### config.mk
export PLATFORM = sky130hd
export DESIGN_NAME = byte_decode_stream
export DESIGN_NICKNAME = d
export VERILOG_FILES = /design/src/rtl/byte_decode_stream_pkg.sv /design/src/rtl/byte_decode_stream_coef_mod_q.sv /design/src/rtl/byte_decode_stream.sv
export SDC_FILE = /design/constraint.sdc
export NUM_CORES = 1
export LEC_CHECK = 0
export CORE_MARGIN = 5
export CORE_UTILIZATION = 45
export CTS_CLUSTER_DIAMETER = 100
export DETAILED_ROUTE_END_ITERATION = 8
export PLACE_DENSITY_LB_ADDON = 0.25
export SYNTH_ARGS = -nofsm -noshare
export SYNTH_HDL_FRONTEND = slang
export SYNTH_SLANG_ARGS = --single-unit
export TNS_END_PERCENT = 10
### constraint.sdc
create_clock -name clk_i -period 3.1 [get_ports clk_i]
set_clock_uncertainty 0.1 [all_clocks]
set_input_delay 0.62 -clock clk_i [delete_from_list [all_inputs] [get_ports clk_i]]
set_output_delay 0.62 -clock clk_i [all_outputs]
set_load 0.01 [all_outputs]
### src/rtl/byte_decode_stream_pkg.sv
// Shared constants and types for the streaming ByteDecode_d unit.
// Holds the polynomial size, the modulus and the FSM state type.
package byte_decode_stream_pkg;

    localparam int N = 256;
    localparam int Q = 3329;

    typedef enum logic {
        FILL  = 1'b0,
        DRAIN = 1'b1
    } state_t;

    function automatic int bytes_per_poly(input int d);
        return 32 * d;
    endfunction

endpackage

### src/rtl/byte_decode_stream_coef_mod_q.sv
// Conditional subtract-Q for 12-bit raw coefficients.
// Purely combinational; flags raw values at or above Q.
module coef_mod_q
    import byte_decode_stream_pkg::*;
(
    input  logic [11:0] raw_i,
    output logic [11:0] coef_o,
    output logic        over_o
);

    localparam logic [11:0] QV = 12'(Q);

    always_comb begin
        over_o = (raw_i >= QV);
        coef_o = over_o ? (raw_i - QV) : raw_i;
    end

endmodule

### src/rtl/byte_decode_stream.sv
// Streaming ByteDecode_d: packs LSB-first bytes into D-bit coefficients.
// A D+7 bit buffer lets a byte be appended in the same cycle as an extract.
module byte_decode_stream
    import byte_decode_stream_pkg::*;
#(
    parameter int D         = 12,
    parameter int OUT_WIDTH = 16
) (
    input  logic                 clk_i,
    input  logic                 rst_ni,
    input  logic                 clear_i,
    input  logic [7:0]           byte_i,
    input  logic                 byte_valid_i,
    output logic                 byte_ready_o,
    output logic [OUT_WIDTH-1:0] coef_o,
    output logic                 coef_valid_o,
    input  logic                 coef_ready_i,
    output logic                 coef_last_o,
    output logic                 mod_err_o
);

    localparam int BW = D + 7;
    localparam int NB = bytes_per_poly(D);

    localparam logic [4:0] D_C   = 5'(D);
    localparam logic [4:0] D2_C  = 5'(2 * D);
    localparam logic [8:0] NB_L  = 9'(NB - 1);
    localparam logic [8:0] N_C   = 9'(N);
    localparam logic [8:0] LASTI = 9'(N - 1);

    logic [BW-1:0]        bits_q;
    logic [4:0]           cnt_q;
    logic [8:0]           nbyte_q;
    logic [8:0]           nload_q;
    state_t               state_q;
    logic                 live_q;
    logic [OUT_WIDTH-1:0] coef_q;
    logic                 valid_q;
    logic                 last_q;
    logic                 err_q;

    logic          can_load;
    logic          extract;
    logic          byte_ready;
    logic          accept;
    logic          handshake;
    logic          last_hs;
    logic [BW-1:0] shifted;
    logic [BW-1:0] appended;
    logic [BW-1:0] bits_d;
    logic [4:0]    base;
    logic [4:0]    cnt_d;
    logic [D-1:0]  raw;
    logic [D-1:0]  red;
    logic          over;

    assign can_load = !valid_q || coef_ready_i;
    assign extract  = !clear_i && (cnt_q >= D_C) && can_load
                      && (nload_q < N_C);

    // Ready reaches coef_ready_i only via extract.
    assign byte_ready = live_q && !clear_i && (state_q == FILL)
                        && ((cnt_q < D_C)
                            || ((cnt_q < D2_C) && extract));
    assign accept    = byte_valid_i && byte_ready;
    assign handshake = valid_q && coef_ready_i;
    assign last_hs   = handshake && last_q;

    always_comb begin
        shifted  = extract ? (bits_q >> D) : bits_q;
        base     = extract ? (cnt_q - D_C) : cnt_q;
        appended = '0;
        if (accept) begin
            appended = BW'(byte_i) << base;
        end
        bits_d = shifted | appended;
        cnt_d  = base + (accept ? 5'd8 : 5'd0);
    end

    assign raw = bits_q[D-1:0];

    generate
        if (D == 12) begin : g_modq
            coef_mod_q u_mod (
                .raw_i  (raw),
                .coef_o (red),
                .over_o (over)
            );
        end else begin : g_plain
            assign red  = raw;
            assign over = 1'b0;
        end
    endgenerate

    always_ff @(posedge clk_i or negedge rst_ni) begin
        if (!rst_ni) begin
            bits_q  <= '0;
            cnt_q   <= '0;
            nbyte_q <= '0;
            nload_q <= '0;
            state_q <= FILL;
            live_q  <= 1'b0;
            coef_q  <= '0;
            valid_q <= 1'b0;
            last_q  <= 1'b0;
            err_q   <= 1'b0;
        end else begin
            live_q <= 1'b1;
            if (clear_i) begin
                bits_q  <= '0;
                cnt_q   <= '0;
                nbyte_q <= '0;
                nload_q <= '0;
                state_q <= FILL;
                valid_q <= 1'b0;
                last_q  <= 1'b0;
                err_q   <= 1'b0;
            end else begin
                bits_q <= bits_d;
                cnt_q  <= cnt_d;
                if (accept) begin
                    nbyte_q <= nbyte_q + 9'd1;
                end
                if (extract) begin
                    coef_q  <= OUT_WIDTH'(red);
                    valid_q <= 1'b1;
                    last_q  <= (nload_q == LASTI);
                    err_q   <= over
                               || ((nload_q != 9'd0) && err_q);
                    nload_q <= nload_q + 9'd1;
                end else if (handshake) begin
                    valid_q <= 1'b0;
                    last_q  <= 1'b0;
                end
                unique case (state_q)
                    FILL: begin
                        if (accept && (nbyte_q == NB_L)) begin
                            state_q <= DRAIN;
                        end
                    end
                    DRAIN: begin
                        if (last_hs) begin
                            state_q <= FILL;
                            nbyte_q <= '0;
                            nload_q <= '0;
                        end
                    end
                endcase
            end
        end
    end

    assign byte_ready_o = byte_ready;
    assign coef_o       = coef_q;
    assign coef_valid_o = valid_q;
    assign coef_last_o  = last_q;
    assign mod_err_o    = err_q;

endmodule

==> run metrics, run 1 <==
status=finished, final reports clean; worst-skew pair later-pin latency=350 ps; final hold vios=0; gpl congestion=0.822; Die Wd=93.5 µm; placed cell areas=3550 µm²; Cell Rows=30; Tot Pwr=0.00180 W; Mapped Cells=330; number of flops mapped to enable cells by yosys=0; register area share after synthesis=45.5%; final setup fails=0; commonest non-fill, non-tap cell in the layout=dfrtp_1; final std cell area, no fill=3790 µm²; worst path required time=2380 ps; Synth cell types=52; clk sink count=57; TNS Setup=0 ps; Initial Utilization=46.2%; Antenna Nets Post-Route=0; r2r setup slk=470 ps; VDD IR max=0.000207 V; # port buffers=28; grt total ovfl=0; Arrival @ worst endpoint=1930 ps; die area=8740 µm²; Mean Syn Cell Area=9.50 µm²; TritonCTS clock tree=built; Wirelength per Cell=14.4 µm; H-tree depth=3; antenna violations before repair=0; TritonRoute pass-1 iters=4; Power Dens Cells=474 nW/µm²; post-synthesis async set-or-reset flop share=100%; global-route wire length before repair=11.2 mm; Ys Warns=0; Pins Over Slew Limit=0; Leak Pwr=1.65 nW; crit end category=output pin; RSZ-0062 raised after global routing=no; maxcap violations=0; routed wire length=6.74 mm; I/O pins=33; Vias/cell=5.35; most frequent cells in the layout=dfrtp_1 (57), nand2_1 (39), nor2_1 (32); core box area=6790 µm²; Mapped Area=3140 µm²; Total Nets Final=391; Tot GR Track Use=16.4%; ANT cells=0; # fillers=615; critical path startpoint category=primary input; via count=2509; fraction of layout cells with a size suffix above 1=11.8%; Slew headroom=40.3%; chip height=93.5 µm; vias in the first global route=2355; hold_buf cts=0; Post-DP HPWL=4.87 mm; post-route minimum period=2650 ps; clock transition at the registers of the reported paths=70 ps; Post-synth top flop=dfrtp_1; fin crit share=85.5%; Hold WC Path Type=primary input to asynchronous set/reset pin; WS Path Type=primary input to output pin; Root Buffer=clkbuf_8; Starting DRT DRC Count=126; Post-route DRC=0; post-synthesis register bit count=57; CTS Buffer Depth=2; CTS buffer count=9; Worst Tran Pin Value=895 ps; crit path max fanout=4; largest net degree at the start of global routing=41; area grow syn2layout=20.9%; Fmax achieved=377 MHz
## cells by family (layout without fill, tap and decap cells)
family	count (synthesis)	count (layout)	share of synthesized area, %
simple gates	123	123	19.6
fa+ha+maj	10	10	3.99
compound gates	72	72	15.2
flops	57	57	45.5
mux	14	14	4.51
xor+xnor	19	19	5.91
other cells	2	5	0.240
buf+inv	33	73	4.99
## where the power goes
part	leakage [nW]	switching, W	internal [W]	total (W)
logic	0.745	0.000103	0.0000971	0.000200
registers	0.786	0.0000296	0.000775	0.000804
clock network	0.115	0.000301	0.000493	0.000795
total	1.65	0.000434	0.00137	0.00180
## critical path, cell delays in order
cell,delay (ps)
clkdlybuf4s50_1,500
nor2_4,120
nand2_1,90
nor2_1,90
nor2_1,60
a311oi_2,250
dlymetal6s2s_1,210
## final cells by class
type	instances	area, µm²	share of cell area, %
repair buffers	44	398	10.5
clock inverters	5	77.6	2.05
inverters	13	48.8	1.29
flip-flops and latches	57	1430	37.6
multi-input cells	243	1570	41.4
clock buffers	11	151	3.99
well taps	96	120	3.17
## flip-flops by register name, indices dropped and copies added (netlist names), 3 cells and up
register and flops:
bits_q 19, nbyte_q 9, cnt_q 3, coef_o 12, nload_q 9
## metal layers
metal	track usage, %	up-vias	share of wire [%]
li1	-	1252	-
met1	21.0	1199	46
met2	26.6	47	47
met3	3.78	11	4.6
met4	6.84	0	1.8
met5	0	-	0
## timing repair
action                     CTS  global route
setup buffers                0             0
setup endpoints to repair    1             1
gates resized for setup      1             1
gates cloned                 0             0
pin swaps                    0             0
## synthesized netlist by cell type (5+ instances only)
cell | count | area share, %
a21oi_1 | 16 | 2.6
buf_2 | 8 | 1.3
clkbuf_1 | 5 | 0.60
dfrtp_1 | 57 | 45
ha_1 | 10 | 4.0
inv_1 | 13 | 1.6
mux2i_1 | 13 | 4.1
nand2_1 | 39 | 4.7
nand3_1 | 8 | 1.3
nand4_1 | 7 | 1.4
nor2_1 | 32 | 3.8
nor3_1 | 8 | 1.3
nor4_1 | 5 | 1.0
o21ai_0 | 21 | 3.4
xnor2_1 | 9 | 2.5
xor2_1 | 9 | 2.5
## metrics by stage
stage	hold WS (ps)	util (%)	setup WS (ps)	cells
detailed placement	363	52.3	4.92	453
global placement	359	52.3	0.483	453
CTS	329	55.8	35.3	469
global route	377	55.8	226	469
finish	301	55.8	449	469
floorplan	224	-	726	333
## path summary, 6_finish.rpt
| kind | start | endpoint | depth (start not counted) |
|---|---|---|---|
| worst max-delay path | clear_i | byte_ready_o | 7 |
| worst min-delay path | rst_ni | nload_q[5]$_DFF_PN0_ | 1 |
| worst max register to register | cnt_q[3]$_DFF_PN0_ | bits_q[11]$_DFF_PN0_ | 7 |
| worst min register to register | coef_o[10]$_DFFE_PN0P_ | coef_o[10]$_DFFE_PN0P_ | 2 |
| max in group asynchronous | rst_ni | coef_o[2]$_DFFE_PN0P_ | 2 |
| min in group clk_i | coef_o[10]$_DFFE_PN0P_ | coef_o[10]$_DFFE_PN0P_ | 2 |
(Power assumes the default switching activity.)
==> run 2, diff against run 1 <==
--- a/config.mk
+++ b/config.mk
@@ -8,3 +8,3 @@
 export CORE_MARGIN = 5
-export CORE_UTILIZATION = 45
+export CORE_UTILIZATION = 57
 export CTS_CLUSTER_DIAMETER = 100
--- a/constraint.sdc
+++ b/constraint.sdc
@@ -4,2 +4,2 @@
 set_output_delay 0.62 -clock clk_i [all_outputs]
-set_load 0.01 [all_outputs]
+set_load 0.05 [all_outputs]
==> run 2 against run 1 <==
  * Cell count fell by 7.2%
  * Critical path depth did not move
  * First-iteration DRC count rose by 26%
  * Design area fell by 3.9%
  * Combinational power rose by 35%
  * Clock power fell by 28%
  * Register-to-register slack improved by 20 ps
  * Sequential share of layout area rose by 1.5 points
  * Wire length fell by 2.4%
  * Count of clock-buffer cells in the layout did not move
  * Die area fell by 19%
  * Worst setup slack got worse by 220 ps
  * Critical endpoint unchanged
  * Largest cell class unchanged
==> run metrics, run 2 (same netlist as run 1, synthesis figures left out) <==
Worst Tran Pin Value=841 ps (-53.8 ps); TNS Setup=0 ps (unchanged); hold_buf cts=0 (unchanged); Cell Rows=27 (-10%); critical path startpoint category=primary input; RSZ-0062 raised after global routing=no; grt total ovfl=0 (unchanged); worst r2r path cells=7 (unchanged); max FFs per register=19 (unchanged); TritonCTS clock tree=built; Total Nets Final=385 (-1.5%); gpl congestion=0.923 (+12%); worst r2r dst=bits_q[9]$_DFF_PN0_; fraction of layout cells with a size suffix above 1=9.37% (-2.4 points); Post-route DRC=0 (unchanged); final hold vios=0 (unchanged); largest net degree at the start of global routing=58 (+41%); Tot GR Track Use=20.2% (+3.8 points); post-route minimum period=2870 ps (+221 ps); Die Wd=84.2 µm (-10%); most flop-heavy register=bits_q; Hold WC Path Type=primary input to asynchronous set/reset pin; die area=7080 µm² (-19%); worst r2r src=cnt_q[3]$_DFF_PN0_; TritonRoute pass-1 iters=4 (unchanged); # fillers=445 (-28%); vias in the first global route=2414 (+2.5%); maxcap violations=0 (unchanged); worst path required time=2380 ps (about the same); Leak Pwr=1.57 nW (-4.5%); WS Path Type=primary input to output pin; post-CTS resize count=0 (-1); clock transition at the registers of the reported paths=60 ps (about the same); Vias/cell=5.73 (+7.0%); commonest non-fill, non-tap cell in the layout=dfrtp_1; VDD IR max=0.000289 V (+40%); worst-skew pair later-pin latency=330 ps (-20 ps); area grow syn2layout=16.3%; status=finished, final reports clean; via count=2491 (-0.72%); I/O pins=33 (unchanged); Tot Pwr=0.00165 W (-8.2%); crit path max fanout=8 (+4); Power Dens Cells=453 nW/µm² (-4.5%); most frequent cells in the layout=dfrtp_1 (57), nand2_1 (39), nor2_1 (32); core box area=5440 µm² (-20%); CTS Buffer Depth=2 (unchanged); final setup fails=0 (unchanged); CTS buffer count=9 (unchanged); Wirelength per Cell=15.1 µm (+5.2%); global-route wire length before repair=11.5 mm (+2.3%); chip height=84.2 µm (-10%); routed wire length=6.58 mm (-2.4%); antenna violations before repair=0 (unchanged); postcts setup bufs=0 (unchanged); Post-DP HPWL=4.63 mm (-5.0%); # port buffers=28 (unchanged); Root Buffer=clkbuf_8; clk sink count=57 (unchanged); Initial Utilization=57.6% (+11 points); H-tree depth=3 (unchanged); post-layout util=67.0% (+11 points); Pins Over Slew Limit=0 (unchanged); Fmax achieved=348 MHz (-7.7%); Slew headroom=43.7% (+3.4 points); Starting DRT DRC Count=159 (+26%); Arrival @ worst endpoint=2150 ps (+220 ps); crit end category=output pin; r2r setup slk=490 ps (+20 ps); fin crit share=92.6% (+7.1 points); Antenna Nets Post-Route=0 (unchanged); ANT cells=0 (unchanged)
-- run 2: cell count changes in the layout (fill, tap and decap cells not counted) --
cell	before	now
buf_4	16	10
bufinv_16	2	0
a311oi_1	2	3
a311oi_2	1	0
buf_12	0	1
clkinv_2	2	1
clkinvlp_4	1	0
dlymetal6s2s_1	1	0
-- run 2: power by group --
group	switching [W]	internal (W)	leakage [nW]
Combinational	0.000176	0.0000949	0.704
Sequential	0.0000308	0.000775	0.786
Clock	0.000261	0.000314	0.0830
Total	0.000468	0.00118	1.57
-- run 2: worst max-delay path, cell delays in order --
cell	delay, ps
clkdlybuf4s50_1	500
nor2_4	190
nand2_1	100
nor2_1	90
nor2_1	40
a311oi_1	390
buf_12	200
-- run 2: cell type report --
cell class	count	area, µm²	area share [%]
clock inverter	1	5.00	0.137
multi-input combinational	243	1560	42.9
sequential	57	1430	39.1
tap	72	90.1	2.47
clock buffer	11	151	4.15
inverter	13	48.8	1.34
timing repair buffer	38	360	9.88
-- run 2: how the worst max path moves through the flow --
stage / from / to / slack, ps / depth (start not counted)
6_report: clear_i / byte_ready_o / 230 / 7
5_1_grt: clear_i / byte_ready_o / 140 / 7
4_1_cts: clear_i / byte_ready_o / 230 / 7
3_5_place_dp: clear_i / byte_ready_o / 270 / 7
3_3_place_gp: clear_i / byte_ready_o / 260 / 7
2_1_floorplan: clear_i / byte_ready_o / 40 / 6
-- run 2: metrics by stage --
step,setup WS [ps],hold slack (ps),instance area [µm²],std cells
finish,229,331,3650,435
floorplan,42.5,224,3150,333
detailed placement,271,362,3490,423
CTS,233,349,3650,435
global placement,256,360,3490,423
global route,145,384,3650,435
-- run 2: routing by layer --
metal | routed length, µm | part of all wire, % | global-route usage [%]
met5 | 0 | 0 | 0
met1 | 3130 | 48 | 27.4
met2 | 3030 | 46 | 31.1
met3 | 298 | 4.5 | 4.42
met4 | 114 | 1.7 | 8.92
